**src/rtl/trace_arbiter.sv**
```systemverilog
// Round-robin arbiter sharing one trace sink among per-stage tracker slots.
// Optional TRACE_ARB_DROP_COUNT_EN adds saturating per-requester drop counters.
module trace_arbiter #(
   parameter int NUM_REQ    = 4,
   parameter int DATA_WIDTH = 256,
   parameter int SRC_W      = (NUM_REQ > 2) ? $clog2(NUM_REQ) : 1
) (
   input  logic                          clk,
   input  logic                          rst,
   input  logic [NUM_REQ*DATA_WIDTH-1:0] req_data_i,
   input  logic [NUM_REQ-1:0]            req_ready_i,
   output logic [DATA_WIDTH-1:0]         out_data_o,
   output logic [SRC_W-1:0]              out_src_o,
   output logic                          out_valid_o,
   input  logic                          out_ready_i,
   output logic [NUM_REQ-1:0]            overflow_o,
   input  logic                          clear_overflow_i,
   output logic                          busy_o
`ifdef TRACE_ARB_DROP_COUNT_EN
   ,
   output logic [NUM_REQ*16-1:0]         drop_count_o
`endif
);

   localparam int IW = SRC_W + 1;

   typedef enum logic {IDLE, PRESENT} state_t;

   state_t                  r_state;
   state_t                  w_state_nxt;
   logic [DATA_WIDTH-1:0]   r_slot [NUM_REQ];
   logic [NUM_REQ-1:0]      r_slot_vld;
   logic [DATA_WIDTH-1:0]   r_data;
   logic [SRC_W-1:0]        r_src;
   logic [SRC_W-1:0]        r_rr;
   logic [NUM_REQ-1:0]      r_ovf;
   logic                    r_busy;

   logic [IW-1:0]           w_idx;
   logic [SRC_W-1:0]        w_gnt;
   logic [SRC_W-1:0]        w_rr_nxt;
   logic                    w_any;
   logic                    w_load;
   logic [NUM_REQ-1:0]      w_take;
   logic [NUM_REQ-1:0]      w_cap;
   logic [NUM_REQ-1:0]      w_drop;
   logic [NUM_REQ-1:0]      w_slot_vld_nxt;
   logic                    w_busy_nxt;

   // Walk down so the candidate nearest rr_ptr is the last one written.
   always_comb begin
      w_idx = '0;
      w_gnt = '0;
      w_any = 1'b0;
      for (int k = NUM_REQ - 1; k >= 0; k--) begin
         w_idx = {1'b0, r_rr} + IW'(k);
         if (w_idx >= IW'(NUM_REQ))
            w_idx = w_idx - IW'(NUM_REQ);
         if (r_slot_vld[w_idx[SRC_W-1:0]]) begin
            w_gnt = w_idx[SRC_W-1:0];
            w_any = 1'b1;
         end
      end
   end

   assign w_rr_nxt = (w_gnt == SRC_W'(NUM_REQ - 1)) ? '0 : w_gnt + 1'b1;

   always_comb begin
      w_state_nxt = r_state;
      w_load      = 1'b0;
      unique case (r_state)
         IDLE: begin
            if (w_any) begin
               w_load      = 1'b1;
               w_state_nxt = PRESENT;
            end
         end
         PRESENT: begin
            if (out_ready_i) begin
               if (w_any)
                  w_load = 1'b1;
               else
                  w_state_nxt = IDLE;
            end
         end
         default: w_state_nxt = IDLE;
      endcase
   end

   always_comb begin
      w_take         = '0;
      w_cap          = '0;
      w_drop         = '0;
      w_slot_vld_nxt = '0;
      for (int i = 0; i < NUM_REQ; i++) begin
         w_take[i] = w_load && (w_gnt == SRC_W'(i));
         w_cap[i]  = req_ready_i[i] && (!r_slot_vld[i] || w_take[i]);
         w_drop[i] = req_ready_i[i] && r_slot_vld[i] && !w_take[i];
         w_slot_vld_nxt[i] = w_cap[i] || (r_slot_vld[i] && !w_take[i]);
      end
      w_busy_nxt = (|w_slot_vld_nxt) || (w_state_nxt == PRESENT);
   end

   always_ff @(posedge clk or negedge rst) begin
      if (!rst)
         r_state <= IDLE;
      else
         r_state <= w_state_nxt;
   end

   always_ff @(posedge clk or negedge rst) begin
      if (!rst) begin
         for (int i = 0; i < NUM_REQ; i++)
            r_slot[i] <= '0;
         r_slot_vld <= '0;
         r_data     <= '0;
         r_src      <= '0;
         r_rr       <= '0;
         r_ovf      <= '0;
         r_busy     <= 1'b0;
      end else begin
         if (w_load) begin
            r_data <= r_slot[w_gnt];
            r_src  <= w_gnt;
            r_rr   <= w_rr_nxt;
         end
         for (int i = 0; i < NUM_REQ; i++)
            if (w_cap[i])
               r_slot[i] <= req_data_i[i*DATA_WIDTH +: DATA_WIDTH];
         r_slot_vld <= w_slot_vld_nxt;
         // A drop in the clearing cycle still leaves the flag set.
         r_ovf      <= (clear_overflow_i ? '0 : r_ovf) | w_drop;
         r_busy     <= w_busy_nxt;
      end
   end

`ifdef TRACE_ARB_DROP_COUNT_EN
   logic [15:0] r_cnt [NUM_REQ];

   always_ff @(posedge clk or negedge rst) begin
      if (!rst) begin
         for (int i = 0; i < NUM_REQ; i++)
            r_cnt[i] <= '0;
      end else begin
         for (int i = 0; i < NUM_REQ; i++) begin
            if (clear_overflow_i)
               r_cnt[i] <= w_drop[i] ? 16'd1 : 16'd0;
            else if (w_drop[i] && r_cnt[i] != 16'hFFFF)
               r_cnt[i] <= r_cnt[i] + 16'd1;
         end
      end
   end

   always_comb begin
      drop_count_o = '0;
      for (int i = 0; i < NUM_REQ; i++)
         drop_count_o[i*16 +: 16] = r_cnt[i];
   end
`endif

   assign out_data_o  = r_data;
   assign out_src_o   = r_src;
   assign out_valid_o = (r_state == PRESENT);
   assign overflow_o  = r_ovf;
   assign busy_o      = r_busy;

endmodule

```
**config.mk**
```make
export PLATFORM = sky130hd
export DESIGN_NAME = trace_arbiter
export DESIGN_NICKNAME = d
export VERILOG_FILES = /design/src/rtl/trace_arbiter.sv
export SDC_FILE = /design/constraint.sdc
export NUM_CORES = 2
export LEC_CHECK = 0
export CORE_AREA = 8 8 500 502
export DETAILED_ROUTE_END_ITERATION = 8
export DIE_AREA = 0 0 508 510
export PLACE_DENSITY = 0.53
export REMOVE_ABC_BUFFERS = 1
export SLEW_MARGIN = 20
export SYNTH_ARGS = -nofsm -noshare
export SYNTH_HDL_FRONTEND = slang
export SYNTH_SLANG_ARGS = --single-unit
```
**constraint.sdc**
```tcl
create_clock -name clk -period 5.55 [get_ports clk]
set_input_delay 0.8325 -clock clk [delete_from_list [all_inputs] [get_ports clk]]
set_output_delay 0.8325 -clock clk [all_outputs]
set_load 0.05 [all_outputs]
```
==> impl_metrics.json <==
{
  "synth_top_area_share": 0.505,
  "cts_inserted_buffers": 155,
  "hold_depth": 3,
  "ios": 1296,
  "slew_viol_final": 0,
  "syn-cell-area_um2": 64200,
  "worst_slack_ns": 1.58,
  "tns_ns": 0,
  "drive_gt1_frac": 0.122,
  "area_delta_synth_final_pct": 33.2,
  "cpPeakStageDelay_ns": 0.70,
  "dieArea_um2": 259000,
  "clockRootBuffer": "clkbuf_16",
  "fmax_mhz": 252,
  "rsz0062_at_grt": "no",
  "synth-edff-count": 0,
  "cap_viol_max_count": 0,
  "reg2reg_from": "r_slot_vld[1]$_DFF_PN0_",
  "yosysMostFrequentCell": "nand2_1",
  "critPathLaunchType": "flop",
  "combPwrFrac": 0.498,
  "worst_slew_pin_slew_ns": 1.44,
  "dp_slack_ns": 1.29,
  "cts_buffer_depth": 3,
  "p_sw_mw": 25.3,
  "vias_per_cell": 5.29,
  "clk_pin_slew_worst_paths_ns": 0.06,
  "fillCellCount": 24248,
  "hpwlAfterDp_um": 198000,
  "p_clk_frac": 0.190,
  "synth_top_cell_by_area": "dfrtp_1",
  "holdCritPathClass": "primary input to flop",
  "power_density_nw_per_um2": 659,
  "postSynthCellCount": 6073,
  "holdWs_ns": 0.448,
  "start_util": 0.265,
  "syn_area_per_cell_um2": 10.6,
  "reg2reg_depth": 10,
  "cts_sinks": 1294,
  "cellLeakagePower_nw": 34.9,
  "route.detailed.drc": 0,
  "relSlewSlack": 0.0394,
  "async_flop_share": 1.00,
  "finClkSkew_ns": 0.0358,
  "core-area_um2": 242000,
  "grt_usage": 0.212,
  "crit_slowest_cell": "dfrtp_4",
  "fin_crit_sh": 0.716,
  "endpoint_kind": "flop",
  "worstSetupPathType": "flop to flop",
  "path_cells": "nand2b_1 > a21oi_1 > a211o_4 > inv_8 > ha_1 > nand2_1 > nand2_1 > nand2_8 > buf_12 > mux2_2",
  "synth_ff_type": "dfrtp_1",
  "cpMostUsedCell": "nand2_1",
  "synthTopCellsByArea": "dfrtp_1 50%, o211ai_1 9.6%, mux2i_1 8.0%",
  "synthDistinctLibCells": 37,
  "synth_common_cells": "1296 x nand2_1, 1294 x dfrtp_1, 824 x o211ai_1, 515 x nand2b_1, 512 x mux2i_1",
  "grt_pass1_vias": 56218,
  "clk_latency_ns": 0.81,
  "crit_fanout": 48,
  "required_ns": 6.24,
  "p_sw_frac": 0.449,
  "hold_viol": 0,
  "cts_max_level": 4,
  "drtIter0Drc": 4653,
  "cts_tree": "built",
  "hold_end": "r_slot[426]$_DFFE_PN0P_",
  "internal_power_mw": 31.0,
  "globalplace.congestion": 0.860,
  "yosysWarnings": 0,
  "wire_per_inst_um": 27.7,
  "setup_viol": 0,
  "arrival_ns": 4.66,
  "grt_max_degree": 159,
  "seqPwrFrac": 0.312,
  "reg2reg_slack_ns": 1.58,
  "grt_antenna_before_repair": 117,
  "min_from": "req_ready_i[2]",
  "p_total_mw": 56.3,
  "num_vias": 55147,
  "die_y_um": 510,
  "rows": 181,
  "die_w_um": 508,
  "cts_resized": 0,
  "antenna_left": 0,
  "ir_worst_vdd_v": 0.00123,
  "grt-ovfl-total": 0,
  "period_needed_ns": 3.97,
  "wl_um": 289000,
  "dr.pass1.iters": 5,
  "final_util": 0.353,
  "status": "finished, final reports clean",
  "port_buffers": 1295,
  "ys_seq_elements": 1294,
  "grt_pass1_wl_um": 414000,
  "synth_seq_area_share": 0.505,
  "fin_nets": 8073,
  "r2r_end": "r_slot[33]$_DFFE_PN0P_"
}
[stage by stage]
stage	instance area, um^2	cells
2_1_floorplan	61300	5445
5_1_grt	85400	10397
3_5_place_dp	80000	10084
4_1_cts	85300	10368
3_3_place_gp	79900	10083
6_report	85400	10427
[repair_timing]
item | in CTS | in global routing
hold buffers | 1 | 0
setup endpoints to repair | 0 | 0
endpoints found under the hold margin | 15 | 0
buffers inserted | 0 | 0
[worst max-delay path, delay by kind of cell (launching register included)]
family	cells	cell delay [ns]
AO/OA/AOI/OAI	2	0.68
AND/OR/NAND/NOR	4	0.98
buffers and inverters	2	0.61
multiplexers	1	0.38
flip-flops	1	0.70
adder cells (fa/ha/maj)	1	0.30
[power by group through the flow]
stage,Clock [mW],Sequential (mW),Combinational (mW)
floorplan,0,19.9,10.9
global placement,0,17.5,27.7
detailed placement,0,17.6,28.2
CTS,10.9,17.5,28.3
global route,11.3,18.0,29.9
finish,10.7,17.6,28.0
[metal layers]
layer  GRT usage  up-vias  part of all wire
li1            -    24074                 -
met1       0.280    28214              0.42
met2       0.331     2250              0.45
met3      0.0635      497             0.088
met4      0.0777      112             0.036
met5           0        -            0.0024
[cells by family after synthesis]
family                   Yosys count  share of synthesized area
AO/OA/AOI/OAI                   1553                      0.198
adder cells (fa/ha/maj)            1                   0.000195
buffers and inverters            635                     0.0457
flip-flops                      1294                      0.505
multiplexers                     768                      0.125
AND/OR/NAND/NOR                 1822                      0.127
[final cells by class]
| cell class | count | area, um^2 | area share |
|---|---|---|---|
| clock inverter | 58 | 728 | 0.00852 |
| antenna | 59 | 148 | 0.00173 |
| clock buffer | 225 | 4570 | 0.0535 |
| inverter | 7 | 33.8 | 0.000395 |
| timing repair buffer | 1438 | 14600 | 0.171 |
| tap | 3202 | 4010 | 0.0469 |
| multi-input combinational | 4144 | 28900 | 0.339 |
| sequential | 1294 | 32400 | 0.379 |
[flip-flops by register name (all words and copies together) (netlist names)]
signal       flops
out_data_o     256
r_slot_vld       4
r_slot        1024
busy_o           1
out_valid_o      1
overflow_o       4
out_src_o        2
r_rr             2
[worst max-delay path by stage]
stage / depth (start not counted) / slack, ns / startpoint / to
6_report: 10 / 1.58 / r_slot_vld[1]$_DFF_PN0_ / r_slot[33]$_DFFE_PN0P_
2_1_floorplan: 5 / -50.14 / r_slot_vld[0]$_DFF_PN0_ / r_slot_vld[2]$_DFF_PN0_
3_3_place_gp: 10 / 1.22 / r_slot_vld[1]$_DFF_PN0_ / r_slot[15]$_DFFE_PN0P_
3_5_place_dp: 10 / 1.29 / r_slot_vld[1]$_DFF_PN0_ / r_slot[94]$_DFFE_PN0P_
5_1_grt: 7 / 1.38 / r_slot_vld[1]$_DFF_PN0_ / r_slot[757]$_DFFE_PN0P_
4_1_cts: 10 / 1.24 / r_slot_vld[1]$_DFF_PN0_ / r_slot[120]$_DFFE_PN0P_
[placed cells by master, fill, tap and decap left out, types with 28 or more instances in the layout]
master,count
clkinv_2,29
diode_2,59
clkbuf_1,28
mux2i_1,512
clkbuf_8,41
buf_4,98
buf_12,43
nand2b_1,515
mux2_2,256
clkbuf_16,156
clkdlybuf4s50_1,1291
o221ai_1,256
o22ai_1,257
nand2_1,1293
o211ai_1,824
o211ai_2,200
dfrtp_1,1292
No activity file was read; power rests on OpenSTA's default activity.
